<file path="src/rtl/da_odd_dct_mac.sv">
// da_odd_dct_mac: bit-serial distributed-arithmetic MAC for one odd DCT-8
// output (Z1/Z3/Z5/Z7). A single 16-entry-per-row coefficient LUT is
// selected at run time by row_sel. Operands are consumed MSB first, one bit
// of each of d0..d3 per cycle.
// Optional feature: define DA_ROUND_EN to round z to an integer
// ((acc + 2^13) >>> 14). Without it z carries full Q2.14 precision.
module da_odd_dct_mac #(
  parameter int DATA_W = 12,
  parameter int COEF_W = 16,
  localparam int ACC_W = COEF_W + DATA_W + 2
) (
  input  logic                     clk,
  input  logic                     rst_n,
  input  logic                     in_valid,
  output logic                     in_ready,
  input  logic signed [DATA_W-1:0] d0,
  input  logic signed [DATA_W-1:0] d1,
  input  logic signed [DATA_W-1:0] d2,
  input  logic signed [DATA_W-1:0] d3,
  input  logic [1:0]               row_sel,
  output logic                     out_valid,
  input  logic                     out_ready,
  output logic signed [ACC_W-1:0]  z
);

  localparam int CNT_W = $clog2(DATA_W);

  // Half-cosine coefficients in Q2.14
  localparam logic signed [COEF_W-1:0] H1 = 16'sd8035;
  localparam logic signed [COEF_W-1:0] H3 = 16'sd6811;
  localparam logic signed [COEF_W-1:0] H5 = 16'sd4551;
  localparam logic signed [COEF_W-1:0] H7 = 16'sd1598;

  typedef enum logic [1:0] {
    IDLE = 2'd0,
    RUN  = 2'd1,
    DONE = 2'd2
  } state_t;

  // Signed coefficient k_idx of the selected output row
  function automatic logic signed [COEF_W-1:0] coef_k(input logic [1:0] row,
                                                       input logic [1:0] idx);
    logic signed [COEF_W-1:0] k;
    case ({row, idx})
      4'd0:    k = H1;
      4'd1:    k = H3;
      4'd2:    k = H5;
      4'd3:    k = H7;
      4'd4:    k = H3;
      4'd5:    k = -H7;
      4'd6:    k = -H1;
      4'd7:    k = -H5;
      4'd8:    k = H5;
      4'd9:    k = -H1;
      4'd10:   k = H7;
      4'd11:   k = H3;
      4'd12:   k = H7;
      4'd13:   k = -H5;
      4'd14:   k = H3;
      4'd15:   k = -H1;
      default: k = {COEF_W{1'b0}};
    endcase
    return k;
  endfunction

  // DA LUT word: sum of k_i for every set address bit (addr[3] <-> d0)
  function automatic logic signed [COEF_W-1:0] lut_word(input logic [1:0] row,
                                                         input logic [3:0] addr);
    logic signed [COEF_W-1:0] s;
    s = (addr[3] ? coef_k(row, 2'd0) : {COEF_W{1'b0}})
      + (addr[2] ? coef_k(row, 2'd1) : {COEF_W{1'b0}})
      + (addr[1] ? coef_k(row, 2'd2) : {COEF_W{1'b0}})
      + (addr[0] ? coef_k(row, 2'd3) : {COEF_W{1'b0}});
    return s;
  endfunction

  state_t                    state_r, next_state_s;
  logic                      in_ready_r, out_valid_r;
  logic signed [DATA_W-1:0]  d0_r, d1_r, d2_r, d3_r;
  logic [1:0]                row_r;
  logic [CNT_W-1:0]          cnt_r;
  logic signed [ACC_W-1:0]   acc_r;
  logic                      load_s, step_s;
  logic [3:0]                addr_s;
  logic signed [COEF_W-1:0]  lut_s;
  logic signed [ACC_W-1:0]   lut_ext_s, term_s, acc_next_s;

  // Bit-slice address, LUT lookup and signed accumulate step
  always_comb begin
    addr_s     = {d0_r[cnt_r], d1_r[cnt_r], d2_r[cnt_r], d3_r[cnt_r]};
    lut_s      = lut_word(row_r, addr_s);
    lut_ext_s  = {{(ACC_W-COEF_W){lut_s[COEF_W-1]}}, lut_s};
    if (cnt_r == CNT_W'(DATA_W-1)) begin
      term_s = -lut_ext_s;
    end else begin
      term_s = lut_ext_s;
    end
    acc_next_s = (acc_r <<< 1) + term_s;
  end

  // Next-state and datapath control decode
  always_comb begin
    next_state_s = state_r;
    load_s       = 1'b0;
    step_s       = 1'b0;
    case (state_r)
      IDLE: begin
        if (in_valid) begin
          next_state_s = RUN;
          load_s       = 1'b1;
        end else begin
          next_state_s = IDLE;
        end
      end
      RUN: begin
        step_s = 1'b1;
        if (cnt_r == {CNT_W{1'b0}}) begin
          next_state_s = DONE;
        end else begin
          next_state_s = RUN;
        end
      end
      DONE: begin
        if (out_ready) begin
          next_state_s = IDLE;
        end else begin
          next_state_s = DONE;
        end
      end
      default: next_state_s = IDLE;
    endcase
  end

  // State register with registered handshake outputs
  always_ff @(posedge clk or negedge rst_n) begin
    if (!rst_n) begin
      state_r     <= IDLE;
      in_ready_r  <= 1'b1;
      out_valid_r <= 1'b0;
    end else begin
      state_r     <= next_state_s;
      in_ready_r  <= (next_state_s == IDLE);
      out_valid_r <= (next_state_s == DONE);
    end
  end

  // Operand latch, bit counter and accumulator
  always_ff @(posedge clk or negedge rst_n) begin
    if (!rst_n) begin
      d0_r  <= {DATA_W{1'b0}};
      d1_r  <= {DATA_W{1'b0}};
      d2_r  <= {DATA_W{1'b0}};
      d3_r  <= {DATA_W{1'b0}};
      row_r <= 2'd0;
      cnt_r <= {CNT_W{1'b0}};
      acc_r <= {ACC_W{1'b0}};
    end else if (load_s) begin
      d0_r  <= d0;
      d1_r  <= d1;
      d2_r  <= d2;
      d3_r  <= d3;
      row_r <= row_sel;
      cnt_r <= CNT_W'(DATA_W-1);
      acc_r <= {ACC_W{1'b0}};
    end else if (step_s) begin
      cnt_r <= cnt_r - CNT_W'(1);
      acc_r <= acc_next_s;
    end else begin
      cnt_r <= cnt_r;
      acc_r <= acc_r;
    end
  end

  assign in_ready  = in_ready_r;
  assign out_valid = out_valid_r;

`ifdef DA_ROUND_EN
  localparam logic signed [ACC_W-1:0] RND_HALF = {{(ACC_W-14){1'b0}}, 14'h2000};
  logic signed [ACC_W-1:0] rnd_sum_s;
  assign rnd_sum_s = acc_r + RND_HALF;
  assign z         = rnd_sum_s >>> 5'd14;
`else
  assign z = acc_r;
`endif

endmodule

</file>
<file path="config.mk">
export PLATFORM = sky130hd
export DESIGN_NAME = da_odd_dct_mac
export DESIGN_NICKNAME = d
export VERILOG_FILES = /design/src/rtl/da_odd_dct_mac.sv
export SDC_FILE = /design/constraint.sdc
export NUM_CORES = 1
export LEC_CHECK = 0
export ABC_AREA = 0
export CAP_MARGIN = 20
export CELL_PAD_IN_SITES_DETAIL_PLACEMENT = 1
export CELL_PAD_IN_SITES_GLOBAL_PLACEMENT = 2
export CORE_MARGIN = 3
export CORE_UTILIZATION = 39
export DETAILED_ROUTE_END_ITERATION = 10
export GPL_ROUTABILITY_DRIVEN = 0
export PLACE_DENSITY_LB_ADDON = 0.1
export SYNTH_ARGS = -nofsm -noshare
export SYNTH_HDL_FRONTEND = slang
export SYNTH_SLANG_ARGS = --single-unit
export TNS_END_PERCENT = 1
</file>
<file path="constraint.sdc">
create_clock -name clk -period 20.2 [get_ports clk]
set_input_delay 4.04 -clock clk [delete_from_list [all_inputs] [get_ports clk]]
set_output_delay 4.04 -clock clk [all_outputs]
set_load 0.005 [all_outputs]
</file>
## Word-level counts from Yosys, hierarchy flattened

Cells that the tools add are included.
Widths: inputs -> output; s select.

| word-level totals | value |
|---|---|
| output and inout port bits | 32 |
| word-level logic and storage cells | 57 |
| register bits | 88 |
| bits of input ports | 54 |

| cells by class | value |
|---|---|
| add/subtract/negate cells | 6 |
| reduce and logical (&&, ||, !) cells | 5 |
| $lt $le $gt $ge | 1 |
| mux-type cells | 28 |
| eq/ne operators | 7 |

Operators by type and width:

| cell | count |
|---|---|
| $pmux 16 s4 | 4 |
| $mux 30 | 3 |
| $mux 16 | 4 |
| $add 16x16->16 | 3 |
| $add 30x30->30 | 1 |
| $neg 16->30 | 1 |
| $bmux 1 s4 | 4 |
| $eq 2x2->1 const B | 4 |
| $mux 1 | 8 |
| $mux 4 | 2 |
| $logic_not 2->1 | 3 |
| $pmux 2 s3 | 1 |
| $lt 4x5->1 const B | 1 |
| $eq 2x1->1 const B | 2 |
| $eq 4x4->1 const B | 1 |
| $logic_not 4->1 | 1 |
| $mux 2 | 2 |
| $sub 4x1->4 const B | 1 |
| $reduce_bool 2->1 | 1 |

## Longest topological paths before layout

| logic depth | value |
|---|---|
| depth after elaboration | 11 |
| mapped depth | 32 |
| gate-level depth less buffers | 30 |

## Worst setup path after synthesis

No wires, ideal clock.

| path | value |
|---|---|
| kind | register to register |
| start point | register cnt_r[0] |
| end point | register acc_r[29], in the netlist z[29] |
| clock period less this slack | 8203 ps |
| data required time | 20068 ps |
| library setup time | 132 ps |
| arrival time | 8072 ps |
| slack | 11997 ps |
| path buffers | 2 |
| cell stages (with the launch flop) | 31 |
| path through | dfrtp_1 clkbuf_1 buf_1 mux4_2 mux2i_1 nor2_1 a21oi_1 or2_2 inv_1 ha_1 a21o_1 fa_1 ha_1 fa_1 a211o_1 nand4b_1 nand4b_1 or4_4 a2111oi_4 nand3_1 o211ai_1 o21ai_0 ha_1 a21o_1 a211o_1 or3_1 o21a_1 a221oi_1 xnor2_1 xor2_1 o21ai_1 |

| on the way | value |
|---|---|
| word-level cells in the longest chain between the ends | 11 |
| elaborated cells on any way between the ends | 21 |
| those cells by class | 5 x add/sub; 1 x eq/ne; 15 x mux |

Ends and longest elaborated chain:

| what | RTL line | text |
|---|---|---|
| start: declaration | 81 | `logic [CNT_W-1:0] cnt_r;` |
| start signal: assignment | 155 | `cnt_r <= {CNT_W{1'b0}};` |
| start signal: assignment | 163 | `cnt_r <= CNT_W'(DATA_W-1);` |
| start signal: assignment | 166 | `cnt_r <= cnt_r - CNT_W'(1);` |
| $bmux 1 s4 | 90 | `addr_s = {d0_r[cnt_r], d1_r[cnt_r], d2_r[cnt_r], d3_r[cnt_r]};` |
| $mux 1 (not written as such) | 90 |  |
| $mux 16, on equally long branches | 70, 71 |  |
| $add 16x16->16 | 71 | `+ (addr[2] ? coef_k(row, 2'd1) : {COEF_W{1'b0}})` |
| $add 16x16->16 | 72 | `+ (addr[1] ? coef_k(row, 2'd2) : {COEF_W{1'b0}})` |
| $add 16x16->16 | 73 | `+ (addr[0] ? coef_k(row, 2'd3) : {COEF_W{1'b0}});` |
| $neg 16->30 | 94 | `term_s = -lut_ext_s;` |
| $mux 30 * | 93 | `if (cnt_r == CNT_W'(DATA_W-1)) begin` |
| $add 30x30->30 * | 98 | `acc_next_s = (acc_r <<< 1) + term_s;` |
| $mux 30 * | 165 | `end else if (step_s) begin` |
| $mux 30 * | 157 | `end else if (load_s) begin` |
| end signal: assignment | 156 | `acc_r <= {ACC_W{1'b0}};` |
| end signal: assignment | 164 | `acc_r <= {ACC_W{1'b0}};` |
| end signal: assignment | 167 | `acc_r <= acc_next_s;` |
| end: declaration | 82 | `logic signed [ACC_W-1:0] acc_r;` |

Mark *: on every way between the ends. The rest lies on a longest branch, timed or not. The select of a mux whose other input is x is not followed.
A chain may end at the register's enable or synchronous reset.

## Worst setup path after layout

Same ends and word-level chain as after synthesis.

==> impl_metrics.tcl <==
set metrics [dict create \
    wire_per_inst_um 18.7 \
    hp-start "d3_r[7]" \
    async_flop_share_pct 100 \
    cts_tree "built" \
    slowest_delay_ns 0.95 \
    clk_pin_slew_ns 0.07 \
    port_buffers 85 \
    syn_nets 899 \
    die_w_um 142 \
    multiInputGateArea_mm2 0.00472 \
    htree_levels 3 \
    clkSinkCount 88 \
    wirelength_um 19900 \
    fillers 2079 \
    cp.arrival_ns 9.44 \
    dieHeight_um 142 \
    n_antenna_cell 0 \
    hpwl_um 15500 \
    rows 49 \
    post_cts_buffers 0 \
    start_kind "register" \
    setup_viol_count_final 0 \
    synth-seq-cells 88 \
    synthesis.area_mm2 0.00722 \
    regArea_mm2 0.00220 \
    area_delta_synth_final_pct 19.2 \
    initial_core_util_pct 39.9 \
    drv_cap 0 \
    drc 0 \
    reg2reg_from "cnt_r[0]" \
    grt_max_degree 62 \
    clk_latency_ns 0.35 \
    finalSetupTns_ns 0 \
    clock_skew_ns 0.00412 \
    ctsHoldBuffers 0 \
    dominantRegCellSynth "dfrtp_1" \
    period_minus_slack_ns 9.20 \
    cts_made_buffers 9 \
    dr.pass1.iters 4 \
    worstPathRequired_ns 20.44 \
    grt_pass1_vias 6533 \
    crit_fanout 17 \
    rsz0062_at_grt "false" \
    ys_seq_area_share_pct 30.5 \
    cp_slowest_cell "dfrtp_1" \
    drtAntennaViolNets 0 \
    timing.fmax_mhz 109 \
    grtUsageTotal_pct 20.3 \
    ctsResizeCount 0 \
    yosysWarnings 0 \
    ys_types 63 \
    drt-initial-drc-count 215 \
    hold_violations 0 \
    worstSetupEndpointType "register" \
    syn_area_per_cell_um2 9.47 \
    cts.path.max_buffers 2 \
    status "finished, final reports clean" \
    vias 6005 \
    tightest_slew_ns 0.981 \
    num_io_pins 86 \
    drive_gt1_share_pct 11.6 \
    cts_root_buf "clkbuf_16" \
    startpoint "cnt_r[0]" \
    hp-class "register to register" \
    dieArea_mm2 0.0202 \
    grt-ovfl-total 0 \
    antenna_found_initial 1 \
    core_mm2 0.0181 \
    grt_pass1_wl_um 33300 \
    relSlewSlack_pct 34.5 \
    min_period_over_period_pct 45.6 \
    synth_cells 762 \
    critPathKind "register to register" \
    viasPerCell 5.62 \
    maxSlewViolCount 0 \
    fin_nets 971 \
    cp_common_cell "ha_1" \
    synth-edff-count 0 \
]
per-stage QoR:
| stage | setup slack, ns | std cells | util, % | hold WS [ns] | instance area, µm² |
|---|---|---|---|---|---|
| after detailed placement | 10.93 | 1052 | 45.8 | 0.495 | 8290 |
| after floorplan | 12.00 | 762 | - | 0.475 | 7220 |
| after CTS | 10.88 | 1068 | 47.6 | 0.511 | 8600 |
| after global placement | 11.30 | 1052 | 45.8 | 0.485 | 8290 |
| after global routing | 10.19 | 1068 | 47.6 | 0.522 | 8600 |
| final | 11.00 | 1068 | 47.6 | 0.507 | 8600 |
final timing paths:
| kind | end | slack [ns] | cells past startpoint |
|---|---|---|---|
| worst max-delay path | z[29] | 11.00 | 28 |
| worst min-delay path | d3_r[7] | 0.51 | 1 |
| worst max register to register | z[29] | 11.00 | 28 |
| worst min register to register | d3_r[7] | 0.51 | 1 |
| max in group asynchronous | d0_r[10] | 15.45 | 2 |
| min in group asynchronous | z[11] | 3.60 | 1 |
layout by cell type, fill, tap and decap left out, types with 3 or more instances in the layout:
cell              n
dfrtp_1          87
clkdlybuf4s50_1  84
ha_1             66
nor2_1           57
inv_1            54
o21ai_0          52
nand2_1          51
mux2_2           48
a21oi_1          44
xnor2_1          23
xor2_1           23
a21o_1           17
fa_1             17
nand2b_1         15
nor3_1           15
nand3_1          15
mux4_2           12
nor2b_1          12
o21a_1            9
a31oi_1           9
clkbuf_16         9
a211oi_1          7
and3_1            7
or2_2             7
nand4_1           7
o31ai_1           6
a211o_1           5
mux2i_1           5
o21bai_1          5
o211ai_1          5
buf_4             5
or3_1             4
or4_1             4
o21ai_1           3
a22oi_1           3
nor4_1            3
a22o_1            3
flip-flops by register name, summed over array words and instances (netlist names):
register,flops
row_r,2
d1_r,12
out_valid,1
d0_r,12
state_r,2
z,30
d2_r,12
d3_r,12
cnt_r,4
in_ready,1
critical path, delay by kind of cell (launching register included):
kind	cells	cell delay, ns
simple gates	7	1.73
fa+ha+maj	5	1.75
mux	2	0.76
xor+xnor	3	0.56
flops	1	0.95
compound gates	11	3.32
logic make-up (layout without fill, tap and decap cells):
kind of cell / count (synthesis) / after routing / share of synthesized area [%]
AO/OA/AOI/OAI: 190 / 190 / 17.2
buffers and inverters: 82 / 159 / 4.26
AND/OR/NAND/NOR: 207 / 207 / 14.0
XOR/XNOR: 46 / 46 / 5.58
flip-flops: 88 / 88 / 30.5
multiplexers: 66 / 66 / 12.2
adder cells (fa/ha/maj): 83 / 83 / 16.2
cell usage after synthesis, types with 6 or more instances:
cell	number	area, µm²
nor2_1	57	214
a21oi_1	44	220
nand2b_1	15	93.8
a211oi_1	7	52.6
nor3_1	15	75.1
o21bai_1	6	45.0
xor2_1	23	201
or2_2	7	43.8
o21a_1	9	67.6
buf_1	6	22.5
mux4_2	12	270
fa_1	17	340
nor2b_1	12	75.1
o21ai_0	52	260
a21o_1	17	128
nand4_1	7	43.8
ha_1	66	826
xnor2_1	23	201
and3_1	7	43.8
inv_1	54	203
a31oi_1	9	56.3
dfrtp_1	87	2180
mux2_2	48	541
clkbuf_1	22	82.6
o31ai_1	6	45.0
nand3_1	15	75.1
nand2_1	51	191
final cells by class:
| class | instances | share of cell area [%] |
|---|---|---|
| Inverter | 54 | 2.36 |
| Multi-Input combinational cell | 592 | 54.8 |
| Tap cell | 229 | 3.33 |
| Timing Repair Buffer | 89 | 10.2 |
| Clock inverter | 6 | 0.873 |
| Clock buffer | 10 | 2.78 |
| Sequential cell | 88 | 25.6 |
layer usage:
| layer | vias up | routed length, µm | GRT usage [%] |
|---|---|---|---|
| met1 | 3004 | 9420 | 27.6 |
| met3 | 23 | 678 | 3.26 |
| li1 | 2870 | - | - |
| met4 | 2 | 242 | 5.61 |
| met2 | 106 | 9590 | 33.7 |
| met5 | - | 9 | 0 |
Power is not shown: default switching activity piles up to over one toggle a cycle in this logic, so the estimate is an artifact.
